`src/rtl/pe_noc_inject.sv`:
```
// PE-to-router injection stage: buffers {dest, payload} requests and emits one 38-bit flit per credit.
// Latency: accept at edge N -> flit out after edge N+1; backpressure: o_req_ready low when full, sends stall at zero credits.
module pe_noc_inject #(
    parameter int unsigned ADDRESS     = 0,
    parameter int unsigned NUM_PE      = 8,
    parameter int unsigned DEPTH       = 8,
    parameter int unsigned NUM_CREDITS = 4,
    parameter bit          STAMP_SRC   = 1'b1
) (
    input  logic        clk,
    input  logic        rst,
    input  logic        i_req_valid,
    input  logic [2:0]  i_req_dest,
    input  logic [31:0] i_req_data,
    output logic        o_req_ready,
    output logic [37:0] o_flit,
    output logic        o_flit_valid,
    input  logic        i_credit,
    output logic [31:0] o_sent_count,
    output logic        o_credit_err,
    output logic        o_idle
);

    localparam int AW = $clog2(DEPTH);
    localparam int CW = $clog2(NUM_CREDITS + 1);
    localparam logic [CW-1:0] CRED_MAX  = CW'(NUM_CREDITS);
    localparam logic [AW:0]   FIFO_FULL = (AW + 1)'(DEPTH);
    localparam logic [7:0]    SRC_ID    = 8'(ADDRESS);

    if (NUM_PE > 8 || DEPTH < 2 || (DEPTH & (DEPTH - 1)) != 0 || NUM_CREDITS < 1) begin : g_cfg_check
        $error("pe_noc_inject: unsupported parameterisation");
    end

    logic [37:0]   mem [DEPTH];
    logic [AW-1:0] wr_ptr;
    logic [AW-1:0] rd_ptr;
    logic [AW:0]   count;
    logic [CW-1:0] credits;
    logic          push;
    logic          send;
    logic          empty;
    logic          full;
    logic [31:0]   payload;

    assign full        = (count == FIFO_FULL);
    assign empty       = (count == '0);
    assign o_req_ready = !full;
    assign push        = i_req_valid && o_req_ready;
    assign send        = !empty && (credits != '0);
    assign payload     = STAMP_SRC ? {SRC_ID, i_req_data[23:0]} : i_req_data;
    assign o_idle      = empty && (credits == CRED_MAX) && !o_flit_valid;

    // Flits are formatted on the way in so the send path is a plain register load.
    always_ff @(posedge clk) begin
        if (push) begin
            mem[wr_ptr] <= {1'b1, 1'b1, i_req_dest, 1'b0, payload};
        end
    end

    always_ff @(posedge clk) begin
        if (rst) begin
            wr_ptr       <= '0;
            rd_ptr       <= '0;
            count        <= '0;
            credits      <= CRED_MAX;
            o_flit       <= '0;
            o_flit_valid <= 1'b0;
            o_sent_count <= '0;
            o_credit_err <= 1'b0;
        end else begin
            if (push) begin
                wr_ptr <= wr_ptr + AW'(1);
            end

            case ({push, send})
                2'b10:   count <= count + (AW + 1)'(1);
                2'b01:   count <= count - (AW + 1)'(1);
                default: count <= count;
            endcase

            o_flit_valid <= send;
            if (send) begin
                o_flit       <= mem[rd_ptr];
                rd_ptr       <= rd_ptr + AW'(1);
                o_sent_count <= o_sent_count + 32'd1;
            end

            // A credit returned with nothing outstanding is dropped and flagged.
            case ({send, i_credit})
                2'b10: credits <= credits - CW'(1);
                2'b01: begin
                    if (credits == CRED_MAX) begin
                        o_credit_err <= 1'b1;
                    end else begin
                        credits <= credits + CW'(1);
                    end
                end
                default: credits <= credits;
            endcase
        end
    end

endmodule

```
`config.mk`:
```
export PLATFORM = sky130hd
export DESIGN_NAME = pe_noc_inject
export DESIGN_NICKNAME = d
export VERILOG_FILES = /design/src/rtl/pe_noc_inject.sv
export SDC_FILE = /design/constraint.sdc
export NUM_CORES = 1
export LEC_CHECK = 0
export ABC_CLOCK_PERIOD_IN_PS = 9420
export CAP_MARGIN = 15
export CORE_MARGIN = 2
export CORE_UTILIZATION = 45
export CTS_CLUSTER_DIAMETER = 100
export DETAILED_ROUTE_END_ITERATION = 10
export HOLD_SLACK_MARGIN = 0.06
export PLACE_DENSITY = 0.65
export SYNTH_ARGS = -nofsm -noshare
export SYNTH_HDL_FRONTEND = slang
export SYNTH_SLANG_ARGS = --single-unit
```
`constraint.sdc`:
```
create_clock -name clk -period 9.42 [get_ports clk]
set_input_delay 1.413 -clock clk [delete_from_list [all_inputs] [get_ports clk]]
set_output_delay 1.413 -clock clk [all_outputs]
set_load 0.01 [all_outputs]
```
# ---- After elaboration in Yosys (flattened, before gate mapping)
# Memories as Yosys holds them, arrays and structs flattened. A register that Yosys moved wholly into a read port is not among the register bits.
# Index checks and enable logic that the tools add are counted.
dict set report word_totals {
  word_cells 41
  mem_bits_rw 216
  memories 1
  output_inout_bits 74
  input_bits 39
  ff_bits 85
}
dict set report op_classes {
  mux 5
  n_eq_ne 7
  reduce_logical 13
  add_sub_neg 7
}
# name depth width rd rd_clocked_by_memory_dff wr line
set mem_list {}
lappend mem_list {mem 8 27 1 1 1 34} ;# logic [37:0] mem [DEPTH];
# cell n
set op_table {}
lappend op_table {{adder 32 x 1 -> 32 bit (second input constant)} 1}
lappend op_table {{adder 3 x 1 -> 3 bit (second input constant)} 3}
lappend op_table {{one-hot mux 4 bit (2 select lines)} 1}
lappend op_table {{one-hot mux 3 bit (2 select lines)} 1}
lappend op_table {{adder 4 x 1 -> 4 bit (second input constant)} 1}
lappend op_table {{equality test 2 x 1 -> 1 bit (second input constant)} 2}
lappend op_table {{equality test 2 bit (second input constant)} 2}
lappend op_table {{equality test 4 bit (second input constant)} 1}
lappend op_table {{logical AND 1 bit} 4}
lappend op_table {{logical NOT 4 bit} 1}
lappend op_table {{AND reduction 2 bit} 2}
lappend op_table {{nonzero test 2 bit} 2}
lappend op_table {{subtractor 4 x 1 -> 4 bit (second input constant)} 1}
lappend op_table {{equality test 3 bit (second input constant)} 1}
lappend op_table {{logical NOT 1 bit} 3}
lappend op_table {{two-way mux 3 bit} 1}
lappend op_table {{nonzero test 3 bit} 1}
lappend op_table {{subtractor 3 x 1 -> 3 bit (second input constant)} 1}
lappend op_table {{two-way mux 1 bit} 2}
lappend op_table {{inequality test 2 bit (second input constant)} 1}

# ---- Logic depth before layout (Yosys ltp)
dict set report depth {
  ltp_word 6
  mapped_depth 13
  depth_no_buf 10
}

# ---- Least setup slack after synthesis
# OpenSTA, ideal clock, no wires.
dict set report synth_timing {
  path_kind {input port to flip-flop}
  start {in i_req_valid}
  end {mem mem[0][0] in the netlist's numbering, enable pin}
  t_arrival_ns 3.713
  path_slack_ns 5.262
  setup_ns 0.445
  stages 3
  n_path_buf 0
  cell_sequence {nand2_1 > or2_2 > nor3_1}
}
dict set report synth_via {
  elab_chain_cells 3
}
# item line
set synth_lines {}
lappend synth_lines {{from (decl)} 12} ;# input logic i_req_valid,
lappend synth_lines {{logical AND 1 bit} 48} ;# assign push = i_req_valid && o_req_ready;
lappend synth_lines {{two-way mux 1 bit} 55} ;# if (push) begin
lappend synth_lines {{two-way mux 1 bit (not written as such)} 56} ;# mem[wr_ptr] <= {1'b1, 1'b1, i_req_dest, 1'b0, payload};
lappend synth_lines {{to (decl)} 34}
# No other way between the ends.

# ---- Final worst setup path
dict set report layout_timing {
  start {reg count[0]}
  end {out o_idle}
}
dict set report layout_via {
  elab_chain_cells 3
}
# item line
set layout_lines {}
lappend layout_lines {{from (decl)} 37} ;# logic [AW:0] count;
lappend layout_lines {{from (signal assigned)} 76} ;# 2'b10: count <= count + (AW + 1)'(1);
lappend layout_lines {{from (signal assigned)} 77} ;# 2'b01: count <= count - (AW + 1)'(1);
lappend layout_lines {{from (signal assigned)} 78} ;# default: count <= count;
lappend layout_lines {{logical NOT 4 bit} 46} ;# assign empty = (count == '0);
lappend layout_lines {{logical AND 1 bit (2 in a row)} 51} ;# assign o_idle = empty && (credits == CRED_MAX) && !o_flit_valid;
lappend layout_lines {{to (decl)} 21} ;# output logic o_idle
# No other way between the ends.

==> impl_metrics.tcl <==
set metrics [dict create \
    period_share_pct 41.26 \
    place.gp.congestion 0.7661 \
    hold_depth 2 \
    synth_cell_types 54 \
    cts_tree "done" \
    drc 0 \
    cp-start-kind "register" \
    hold_viol_final 0 \
    fin_skew_ns 0.01096 \
    wirelength_um 23520 \
    synth_edf_count 216 \
    grt_max_degree 77 \
    synth.most_common_cell "edfxtp_1" \
    grt_pass1_vias 6774 \
    path_max_fanout 9 \
    cts_hold_buf 0 \
    grt_setup_unrepaired "false" \
    cp.required_ns 8.01 \
    ys_warn_count 0 \
    ys_seq_area_share_pct 69.38 \
    drt-initial-drc-count 603 \
    routed_via_density 5.724 \
    vdd_drop_max_uv 168.8 \
    place_area_um2 12750 \
    tightestPinTransition_ns 1.120 \
    min-delay-path-class "register to register" \
    synth.area.top_cells "edfxtp_1 (56%), dfxtp_1 (13%), mux4_2 (11%)" \
    row_count 58 \
    grt_pass1_wl_um 36640 \
    worstRegToRegCells 10 \
    antenna_found_initial 3 \
    finalPower_w 0.003823 \
    drv_slew 0 \
    status "complete, no violations" \
    hp-start "o_flit[36]$_SDFFE_PP0P_" \
    dp_hpwl_um 13550 \
    synth_top_area_share_pct 56.34 \
    die-area_um2 26880 \
    gr-total-overflow 0 \
    ios 113 \
    fin_nets 848 \
    slew_headroom_pct 25.25 \
    start_util_pct 45.72 \
    setup_viol 0 \
    fp.dieH_um 163.9 \
    areaGrowthSynthToFinish_pct 19.93 \
    ys.flop_type "edfxtp_1" \
    r2r-end "count[2]$_SDFFE_PP0P_" \
    synth_commonest_cells "edfxtp_1 (216), dfxtp_1 (75), mux4_2 (54)" \
    yosysTopAreaCell "edfxtp_1" \
    utilization_pct 54.83 \
    grtUsageTotal_pct 17.62 \
    dieWidth_um 163.9 \
    async_flop_share_pct 0 \
    synth.cell_area_um2 11510 \
    synth_cells 714 \
    vias 6617 \
    worst_ep_arrival_time_ns 2.47 \
    path_class "register to output pin" \
    reg2reg_from "count[0]$_SDFFE_PP0P_" \
    cts_root_buf "clkbuf_16" \
    reg2reg_slack_ns 5.73 \
    powerDensity_nw_per_um2 276.9 \
    core_um2 25180 \
    wire_per_inst_um 20.34 \
    clock-sinks 291 \
    fin_crit_ns 3.886 \
    clock.fmax_mhz 257.3 \
    final_cell_area_um2 13810 \
    cts.repair.resized 0 \
    drive_above_1_share_pct 16.26 \
    insertion_delay_ns 0.54 \
    first_pass_iters 5 \
    synth-seq-cells 291 \
    cts_made_buffers 29 \
    avgSynthCellArea_um2 16.12 \
    maxCapViolations 0 \
    leakage_nw 4.300 \
    cp-end-kind "output pin" \
    min_to "o_flit[36]$_SDFFE_PP0P_" \
    io_buffers 95 \
    antenna_left 0 \
    setup_tns_ns 0 \
    clk_path_buf_depth 3 \
    clkTransAtPathRegs_ns 0.06 \
    cts_setup_buffers 0 \
    fillers 1974 \
    htreeDepth 1 \
]
how the worst max path moves through the flow:
stage / from / to / slack (ns) / cells after the start
final: count[0]$_SDFFE_PP0P_ / o_idle / 5.53 / 4
after global routing: count[0]$_SDFFE_PP0P_ / o_idle / 5.37 / 4
after CTS: count[0]$_SDFFE_PP0P_ / o_idle / 5.50 / 4
after detailed placement: i_req_valid / mem[1][22]$_DFFE_PP_ / 5.41 / 4
after global placement: i_req_valid / mem[1][22]$_DFFE_PP_ / 5.46 / 4
after floorplan: i_req_valid / mem[0][0]$_DFFE_PP_ / 5.26 / 3
sequential cells by signal, indices dropped and copies added (netlist names):
register	count
wr_ptr	3
rd_ptr	3
o_sent_count	32
o_flit	28
o_flit_valid	1
credits	3
o_credit_err	1
count	4
mem	216
report_power, final:
group / total, W / internal, W / switching (W) / leakage, nW
clock network: 0.00125 / 0.000773 / 0.000480 / 0.512
registers: 0.00160 / 0.00151 / 0.0000955 / 2.58
logic: 0.000967 / 0.000463 / 0.000504 / 1.21
cells in the final DEF (no fill, tap or decap), types with 6 or more instances in the layout:
cell type and count:
clkinv_2 7, edfxtp_1 216, bufinv_16 7, clkdlybuf4s50_1 94
clkbuf_16 29, mux2i_1 28, ha_1 6, conb_1 9
a211oi_1 29, nor2_1 46, nand4_1 8, o31ai_1 22
nor2_4 6, buf_4 7, or3_1 7, dfxtp_1 72
xnor2_1 6, mux4_2 54, nand3_1 18, a21oi_1 34
nand2_1 22, o21ai_0 7, or4_1 22, xor2_1 6
layout make-up:
type / instances / area, µm² / area share, %
Timing Repair Buffer: 102 / 998.5 / 7.232
Sequential cell: 291 / 7994 / 57.90
Multi-Input combinational cell: 373 / 3328 / 24.11
Inverter: 5 / 18.77 / 0.1359
Tap cell: 330 / 412.9 / 2.990
Clock buffer: 33 / 760.7 / 5.510
Antenna cell: 2 / 5.005 / 0.03625
Clock inverter: 20 / 289.0 / 2.093
metal layers:
layer | GRT usage, % | share of wire (%)
met4 | 4.506 | 1.6
met2 | 31.65 | 52
met5 | 0 | 0
met1 | 22.23 | 41
met3 | 2.980 | 5.5
worst max-delay path, cell delays in order (launching register included):
cell and delay (ns):
dfxtp_1 0.39, nor4_2 0.73, nand3_1 0.15, nor2_1 0.13, clkdlybuf4s50_1 0.54
metrics by stage:
stage	std cells	setup WS, ns	hold WS (ns)
finish	1156	5.534	0.5007
floorplan	722	5.262	0.4622
global route	1154	5.369	0.5215
global placement	1101	5.459	0.4657
CTS	1154	5.501	0.5004
detailed placement	1101	5.408	0.4915
cell families after synthesis:
logic type	after synthesis	share of synthesized area [%]
and+or+nand+nor	163	7.662
other	1	0.03257
buffers and inverters	58	2.445
xor gates and xnor gates	12	0.9129
muxes	83	13.10
AOI/OAI and AO/OA	99	5.641
adders and majority gates	7	0.8260
DFF	291	69.38
Power figures use the tool's default switching activity.
